[src/rtl/iteration_color_pipeline_pkg.sv]
// Shared constants and palette encoding for the iteration-to-colour pipeline.
package iteration_color_pipeline_pkg;

  localparam int PIXEL_W = 24;
  localparam int ITER_W  = 8;

  typedef enum logic [1:0] {
    PAL_GREY    = 2'd0,
    PAL_RAMP    = 2'd1,
    PAL_INVERSE = 2'd2,
    PAL_BANDED  = 2'd3
  } palette_e;

endpackage

[src/rtl/pixel_fifo.sv]
// Single-clock FIFO with first-word-fall-through read data and occupancy count.
module pixel_fifo #(
  parameter int depth = 16,
  parameter int width = 8
) (
  input  logic                     clk,
  input  logic                     SYS_RESETn,
  input  logic                     push,
  input  logic [width-1:0]         push_data,
  input  logic                     pop,
  output logic [width-1:0]         pop_data,
  output logic [$clog2(depth):0]   count
);

  localparam int AW = $clog2(depth);
  localparam logic [AW:0] full_count = (AW+1)'(depth);

  logic [width-1:0] mem [depth];
  logic [AW-1:0]    wr_ptr;
  logic [AW-1:0]    rd_ptr;
  logic             do_push;
  logic             do_pop;

  assign do_push  = push && (count != full_count);
  assign do_pop   = pop && (count != '0);
  assign pop_data = mem[rd_ptr];

  // Pointers are exactly AW bits wide, so they wrap modulo depth on their own.
  always_ff @(posedge clk) begin
    if (!SYS_RESETn) begin
      wr_ptr <= '0;
      rd_ptr <= '0;
      count  <= '0;
    end else begin
      if (do_push) wr_ptr <= wr_ptr + 1'b1;
      if (do_pop)  rd_ptr <= rd_ptr + 1'b1;
      case ({do_push, do_pop})
        2'b10:   count <= count + 1'b1;
        2'b01:   count <= count - 1'b1;
        default: count <= count;
      endcase
    end
  end

  always_ff @(posedge clk) begin
    if (do_push) mem[wr_ptr] <= push_data;
  end

endmodule

[src/rtl/iteration_color_pipeline.sv]
// Buffers DDR iteration counts and maps each requested one to RGB through a
// two-stage pipeline using a palette that only changes at end of line.
module iteration_color_pipeline
  import iteration_color_pipeline_pkg::*;
#(
  parameter int max_iterations = 255,
  parameter int fifo_depth     = 16
) (
  input  logic                          clk,
  input  logic                          SYS_RESETn,
  input  logic [31:0]                   rd_data,
  input  logic                          rd_valid,
  output logic                          rd_ready,
  input  logic [3:0]                    SW,
  input  logic                          stream_data,
  input  logic                          end_line,
  output logic [PIXEL_W-1:0]            data_out,
  output logic                          data_out_valid,
  output logic                          underflow,
  output logic [$clog2(fifo_depth):0]   fill_count
);

  localparam int CW = $clog2(fifo_depth) + 1;
  localparam logic [CW-1:0]     full_count = CW'(fifo_depth);
  localparam logic [ITER_W:0]   max_iter   = (ITER_W+1)'(max_iterations);

  logic              ready_en;
  logic              push;
  logic              pop;
  logic [ITER_W-1:0] fifo_data;
  palette_e          active_pal;
  logic              s1_valid;
  logic [ITER_W-1:0] s1_iter;
  palette_e          s1_pal;
  logic              unused_bits;

  assign unused_bits = ^{rd_data[31:ITER_W], SW[3:2]};

  // Handshake: a word moves when rd_valid && rd_ready at a rising edge; rd_ready
  // depends only on registered state (count and a post-reset enable), never on
  // rd_valid, and the producer must hold rd_data steady until it is taken.
  assign rd_ready = ready_en && (fill_count != full_count);
  assign push     = rd_valid && rd_ready;
  assign pop      = stream_data && (fill_count != '0);

  pixel_fifo #(
    .depth (fifo_depth),
    .width (ITER_W)
  ) u_fifo (
    .clk        (clk),
    .SYS_RESETn (SYS_RESETn),
    .push       (push),
    .push_data  (rd_data[ITER_W-1:0]),
    .pop        (pop),
    .pop_data   (fifo_data),
    .count      (fill_count)
  );

  function automatic logic [PIXEL_W-1:0] color_map(input logic [ITER_W-1:0] i,
                                                   input palette_e pal);
    logic [PIXEL_W-1:0] rgb;
    rgb = '0;
    if ({1'b0, i} < max_iter) begin
      case (pal)
        PAL_GREY:    rgb = {i, i, i};
        PAL_RAMP:    rgb = {i, i[6:0], 1'b0, i[5:0], 2'b00};
        PAL_INVERSE: rgb = {~i, ~i, 8'hFF};
        PAL_BANDED:  rgb = {i[2:0], 5'b0, i[5:3], 5'b0, i[7:6], 6'b0};
        default:     rgb = '0;
      endcase
    end
    return rgb;
  endfunction

  // Stage 1 captures the palette in force before any same-cycle end_line update.
  always_ff @(posedge clk) begin
    if (!SYS_RESETn) begin
      ready_en       <= 1'b0;
      active_pal     <= PAL_GREY;
      s1_valid       <= 1'b0;
      s1_iter        <= '0;
      s1_pal         <= PAL_GREY;
      data_out       <= '0;
      data_out_valid <= 1'b0;
      underflow      <= 1'b0;
    end else begin
      ready_en <= 1'b1;
      if (end_line) active_pal <= palette_e'(SW[1:0]);
      s1_valid <= pop;
      if (pop) begin
        s1_iter <= fifo_data;
        s1_pal  <= active_pal;
      end
      if (stream_data && (fill_count == '0)) underflow <= 1'b1;
      data_out_valid <= s1_valid;
      if (s1_valid) data_out <= color_map(s1_iter, s1_pal);
    end
  end

endmodule
[config.mk]
export PLATFORM = sky130hd
export DESIGN_NAME = iteration_color_pipeline
export DESIGN_NICKNAME = d
export VERILOG_FILES = /design/src/rtl/iteration_color_pipeline_pkg.sv /design/src/rtl/pixel_fifo.sv /design/src/rtl/iteration_color_pipeline.sv
export SDC_FILE = /design/constraint.sdc
export NUM_CORES = 1
export LEC_CHECK = 0
export ABC_CLOCK_PERIOD_IN_PS = 3150
export BUFFER_PORTS_ARGS = -buffer_cell sky130_fd_sc_hd__buf_2
export CORE_ASPECT_RATIO = 0.9
export CORE_MARGIN = 5
export CORE_UTILIZATION = 48
export CTS_CLUSTER_SIZE = 28
export DETAILED_ROUTE_END_ITERATION = 8
export GPL_TIMING_DRIVEN = 0
export PLACE_DENSITY = 0.73
export SLEW_MARGIN = 20
export SYNTH_ARGS = -nofsm -noshare
export SYNTH_HDL_FRONTEND = slang
export SYNTH_HIERARCHICAL = 1
export SYNTH_SLANG_ARGS = --single-unit
[constraint.sdc]
create_clock -name clk -period 3.15 [get_ports clk]
set_input_delay 0 -clock clk [delete_from_list [all_inputs] [get_ports clk]]
set_output_delay 0 -clock clk [all_outputs]
set_load 0.1 [all_outputs]
After elaboration in Yosys (flattened, before gate mapping):

Memory sizes are Yosys's and may differ from the RTL's. A register that Yosys moved wholly into a read port is not among the register bits.
Index checks and enable logic that the tools add are counted.

* word-level logic and storage cells: 40
* bits of input ports: 41
* output and inout bits: 32
* memories kept: 1
* bits in registers: 45
* RAM bits: 128

Memories
* u_fifo.mem: words 16, bits a word 8, rd ports 1, clocked after Yosys merged registers in 1, wr ports 1, RTL line pixel_fifo.sv:18 `logic [width-1:0] mem [depth];`

* eq/ne operators: 6
* mux-type cells: 6
* bitwise gates (word level): 1
* $lt $le $gt $ge: 1
* add/subtract/negate cells: 4
* reduce and logical (&&, ||, !) cells: 11

Operators with widths (number)
* $pmux W24 S4: 1
* $mux W24: 1
* $pmux W5 S2: 1
* $add A4 B1 Y4 const B: 2
* $lt A8 B8 Y1 const B: 1
* $not A8 Y8: 1
* $eq A2 B2 Y1 const B: 3
* $logic_and A1 B1 Y1: 6
* $add A5 B1 Y5 const B: 1
* $logic_not A5 Y1: 1
* $ne A5 B5 Y1 const B: 1
* $reduce_bool A5 Y1: 1
* $sub A5 B1 Y5 const B: 1
* $eq A2 B1 Y1 const B: 2
* $mux W1: 3
* $logic_not A2 Y1: 1
* $reduce_bool A2 Y1: 1
* $logic_not A1 Y1: 1

Longest topological paths before layout:

* depth after elaboration: 6
* gate-level depth with buffers: 14
* depth with buffers taken out: 12

Hierarchy:

The synthesis kept the hierarchy.

By module, submodules not included
* pixel_fifo: area an instance 5891.9 µm², instances 1, cells an instance 327
* iteration_color_pipeline: area an instance 1850.5 µm², instances 1, cells an instance 195

Worst setup path after synthesis:

No wires, ideal clock.

* kind: register to register
* from: reg u_fifo.count[0]
* to: reg u_fifo.count[4]
* buffers on the path: 2
* path slack: -2.448 ns
* data required time: 3.083 ns
* data arrival time: 5.531 ns
* cell stages (with the launch flop): 15
* cells stage by stage: dfxtp_1 nor4_1 a21boi_0 and2_1 o21a_1 buf_6 inv_1 ha_1 clkbuf_1 xor2_1 ha_1 nand2_1 o21ai_0 or3_1 nand4_1

* cells in the longest elaborated chain, start to end: 6
* elaborated cells between the ends (all ways): 13
* classes of those cells: add/sub: 2; eq/ne: 3; mux: 1; reduce/logical: 7

RTL lines
* start, declared: RTL line pixel_fifo.sv:12 `output logic [$clog2(depth):0] count`
* start signal, assigned: RTL line pixel_fifo.sv:38 `2'b10: count <= count + 1'b1;`
* start signal, assigned: RTL line pixel_fifo.sv:39 `2'b01: count <= count - 1'b1;`
* start signal, assigned: RTL line pixel_fifo.sv:40 `default: count <= count;`
* $ne A5 B5 Y1 *: RTL line iteration_color_pipeline.sv:42 `assign rd_ready = ready_en && (fill_count != full_count);`
* $logic_and A1 B1 Y1 *: RTL line iteration_color_pipeline.sv:42
* named net rd_ready: RTL line iteration_color_pipeline.sv:13 `output logic rd_ready,`
* $logic_and A1 B1 Y1 *: RTL line iteration_color_pipeline.sv:43 `assign push = rd_valid && rd_ready;`
* named net push: RTL line iteration_color_pipeline.sv:28 `logic push;`
* $logic_and A1 B1 Y1 *: RTL line pixel_fifo.sv:24 `assign do_push = push && (count != full_count);`
* $eq A2 B1 Y1 / $eq A2 B2 Y1 (equally long branches): RTL line pixel_fifo.sv:37 `case ({do_push, do_pop})`
* $pmux W5 S2 / $reduce_bool A2 Y1 (equally long branches)

Mark *: on every way through the listed nets, which the timed path passes. The rest lies on a longest branch.
A chain may end at the register's enable or synchronous reset.

Final worst setup path:

* from: reg u_fifo.count[1]
* to: reg u_fifo.count[4]

* cells in the longest elaborated chain, start to end: 6
* elaborated cells between the ends (all ways): 13
* classes of those cells: add/sub: 2; eq/ne: 3; mux: 1; reduce/logical: 7

RTL lines (RTL line)
* $ne A5 B5 Y1: pixel_fifo.sv:24, iteration_color_pipeline.sv:42
* $logic_and A1 B1 Y1: iteration_color_pipeline.sv:42
* $logic_and A1 B1 Y1: iteration_color_pipeline.sv:43
* $logic_and A1 B1 Y1: pixel_fifo.sv:24
* $eq A2 B1 Y1 / $eq A2 B2 Y1 (equally long branches): pixel_fifo.sv:37
* $pmux W5 S2 / $reduce_bool A2 Y1 (equally long branches)

Parallel ways exist; a longest one is shown, timed or not.

==> results.py <==
metrics = {
    "status": {
        "status": "finished, final reports clean",
    },
    "route": {
        "viasPerCell": 5.65,
        "wl_met2_um": 7950,
        "drt_iter0_drc": 293,
        "wl_met1_um": 6820,
        "wirelength_um": 16000,
        "top_layer_used": "met4",
        "drc_errors": 0,
        "wl_met3_um": 1020,
        "vias": 4642,
        "detail_route.wl_per_cell_um": 19.4,
        "ant_nets": 0,
        "first_pass_iters": 5,
    },
    "power_and_ir_drop": {
        "powerDensity_nw_per_um2": 753,
        "p_sw_mw": 2.17,
        "leakage_nw": 3.22,
        "power.share.clock": 0.322,
        "swShare": 0.318,
        "combPwrFrac": 0.260,
        "internal-power_mw": 4.66,
        "seq_power_share": 0.418,
        "peakVddDrop_uv": 532,
    },
    "final_layout": {
        "fillCellCount": 1257,
        "nets": 650,
        "diodes": 0,
        "layout-area-overhead-vs-synth_pct": 17.1,
        "drive_above_1_share": 0.257,
    },
    "hold_path": {
        "min_path_cells": 5,
        "hold_path_end": "u_fifo/wr_ptr[2]$_SDFFE_PN0P_",
        "hold_class": "input pin to register",
        "hp-start": "rd_valid",
    },
    "cts": {
        "cts_root_buf": "clkbuf_16",
        "clock_path_buffers": 2,
        "htree_levels": 4,
        "clk_latency_ps": 430,
        "clk_pin_slew_ps": 70,
        "cts_setup_buffers": 0,
        "clock-sinks": 185,
        "numCtsBuffers": 17,
        "cts_tree": "built",
    },
    "synth": {
        "yosys-top-cells-count": "edfxtp_1, dfxtp_1, nand2_1",
        "synth_edf_count": 128,
        "synth_most_common_cell": "edfxtp_1",
        "synthTopCellsByArea": "edfxtp_1, dfxtp_1, mux4_2, mux2i_1, nand2_1",
        "synth_fp_nets": 571,
        "synthFlopType": "edfxtp_1",
        "synth-async-reset-ratio": 0,
        "synth_cell_types": 61,
        "synth-seq-cells": 185,
        "yosysTopAreaCellShare": 0.496,
        "synth.yosys.seq_area_share": 0.644,
        "syn_area_um2": 7740,
        "yosysTopAreaCell": "edfxtp_1",
        "avgSynthCellArea_um2": 14.8,
        "synthCells": 522,
        "yosys_warnings": 6,
    },
    "critical_path": {
        "slowest_stage": "or4_4",
        "cp-end-kind": "register",
        "cp.depth": 13,
        "cp_max_fo": 10,
        "path_cells": "buf_6, or4_4, o21a_1, buf_6, inv_1, ha_1, clkbuf_8, xor2_1, ha_2, nand2_1, o21ai_1, or3_1, nand4_1",
        "cp_num_buf_inv": 4,
        "r2r_cells": 13,
        "rr_endpoint": "u_fifo/count[4]$_SDFFE_PN0P_",
        "path_delay_family": "simple AND/OR/NAND/NOR gates",
        "crit_top_cell": "buf_6",
        "r2r-start": "u_fifo/count[1]$_SDFFE_PN0P_",
        "crit_type": "register to register",
        "cp_slowest_stage_delay_ps": 550,
        "startpoint_type": "register",
        "arrival_ps": 3110,
        "cp.required_ps": 3450,
        "r2r_slack_ps": 350,
    },
    "floorplanning": {
        "die_area_um2": 18800,
        "rows": 44,
        "start_util": 0.485,
        "coreArea_um2": 16000,
        "io_pins": 73,
        "fp.dieH_um": 130,
        "die_x_um": 144,
    },
    "flow_run": {
        "drv_cap": 0,
    },
    "global_routing": {
        "grt_pass1_vias": 4628,
        "antenna_found_initial": 0,
        "track_usage": 0.182,
        "grt_max_degree": 18,
        "grt_pass1_wl_um": 25700,
        "grt_overflow": 0,
    },
    "place": {
        "portBuffers": 46,
        "place.gp.congestion": 0.836,
        "dp_hpwl_um": 10600,
        "pre_cts_slack_ps": 362,
    },
    "timing": {
        "rsz0062_at_grt": "false",
        "finClkSkew_ps": 7.30,
        "slew_violations": 0,
        "relSlewSlack": 0.434,
        "finalSetupViolCount": 0,
        "max_freq_mhz": 357,
        "worstMarginPinSlew_ps": 846,
        "finalCritPeriodShare": 0.890,
        "hold_ws_ps": 239,
        "tns_ps": 0,
        "hold_viol_final": 0,
        "worst_slack_ps": 345,
        "finalCriticalPeriod_ps": 2800,
    },
}
layer usage:
layer | global-route usage | vias up
met2 | 0.304 | 143
met4 | 0.0399 | 0
met5 | 0 | -
met3 | 0.0469 | 16
li1 | - | 2166
met1 | 0.244 | 2317
power groups by stage:
stage	registers, mW	clock network (mW)	logic (mW)
2_1_floorplan	3.21	0	1.09
3_3_place_gp	2.90	0	1.72
3_5_place_dp	2.91	0	1.76
4_1_cts	2.86	2.25	1.79
5_1_grt	2.87	2.37	1.91
6_report	2.86	2.20	1.77
cell type report:
class | instances | area, µm² | area share
inverters | 10 | 37.5 | 0.00414
well taps | 207 | 259 | 0.0286
multi-input cells | 289 | 2580 | 0.284
repair buffers | 60 | 370 | 0.0408
plain buffers | 38 | 206 | 0.0228
clock inverters | 15 | 189 | 0.0208
clock buffers | 17 | 425 | 0.0469
flip-flops and latches | 185 | 5000 | 0.551
through the flow:
stage / instances / cell area, µm² / total power [mW] / utilization
global route: 821 / 9070 / 7.15 / 0.568
floorplan: 522 / 7800 / 4.30 / -
detailed placement: 775 / 8310 / 4.67 / 0.521
global placement: 775 / 8290 / 4.62 / 0.520
finish: 821 / 9070 / 6.83 / 0.568
CTS: 821 / 9070 / 6.89 / 0.568
repair_timing:
| item | 4_1_cts | 5_1_grt |
|---|---|---|
| gates resized for setup | 0 | 0 |
| hold endpoints to repair | 132 | 0 |
| hold buffers | 14 | 0 |
how the worst max path moves through the flow:
stage                                  from                      endpoint  slack [ps]
2_1_floorplan  u_fifo/count[1]$_SDFFE_PN0P_  u_fifo/count[4]$_SDFFE_PN0P_          20
3_3_place_gp   u_fifo/count[1]$_SDFFE_PN0P_  u_fifo/count[4]$_SDFFE_PN0P_         410
3_5_place_dp   u_fifo/count[1]$_SDFFE_PN0P_  u_fifo/count[4]$_SDFFE_PN0P_         360
4_1_cts        u_fifo/count[1]$_SDFFE_PN0P_  u_fifo/count[4]$_SDFFE_PN0P_         340
5_1_grt        u_fifo/count[1]$_SDFFE_PN0P_  u_fifo/count[4]$_SDFFE_PN0P_         210
6_report       u_fifo/count[1]$_SDFFE_PN0P_  u_fifo/count[4]$_SDFFE_PN0P_         350
state kept, by name, summed over array words and instances, names as in the netlist, named ones only:
name / count
s1_iter: 8
u_fifo/wr_ptr: 4
u_fifo/count: 5
data_out: 24
u_fifo/rd_ptr: 4
s1_pal: 2
data_out_valid: 1
ready_en: 1
active_pal: 2
u_fifo/mem: 128
s1_valid: 1
underflow: 1
cells by family after synthesis:
kind of cell | after synthesis | synth area share
fa+ha+maj | 8 | 0.0129
mux | 59 | 0.128
simple gates | 133 | 0.0884
xor+xnor | 7 | 0.00792
flops | 185 | 0.644
buf+inv | 48 | 0.0302
compound gates | 82 | 0.0887
tightest hold or removal path, cell delays in order:
cell	delay [ps]
buf_2	80
and2_4	160
o211ai_4	130
xnor2_1	150
and2_1	110
layout by cell type, fill, tap and decap left out, types with 8 or more instances in the layout:
cell type        n
nor2_1          27
dfxtp_1         52
mux4_2          32
a22oi_1         16
mux2i_1         27
o22ai_1          8
nor2b_1         12
clkbuf_1        16
clkbuf_16       17
buf_2           59
edfxtp_1       128
and2_1          10
a22o_1          17
inv_1           10
nand2_1         42
dlygate4sd3_1   14
Note: power is estimated with default switching activity, not from simulation.
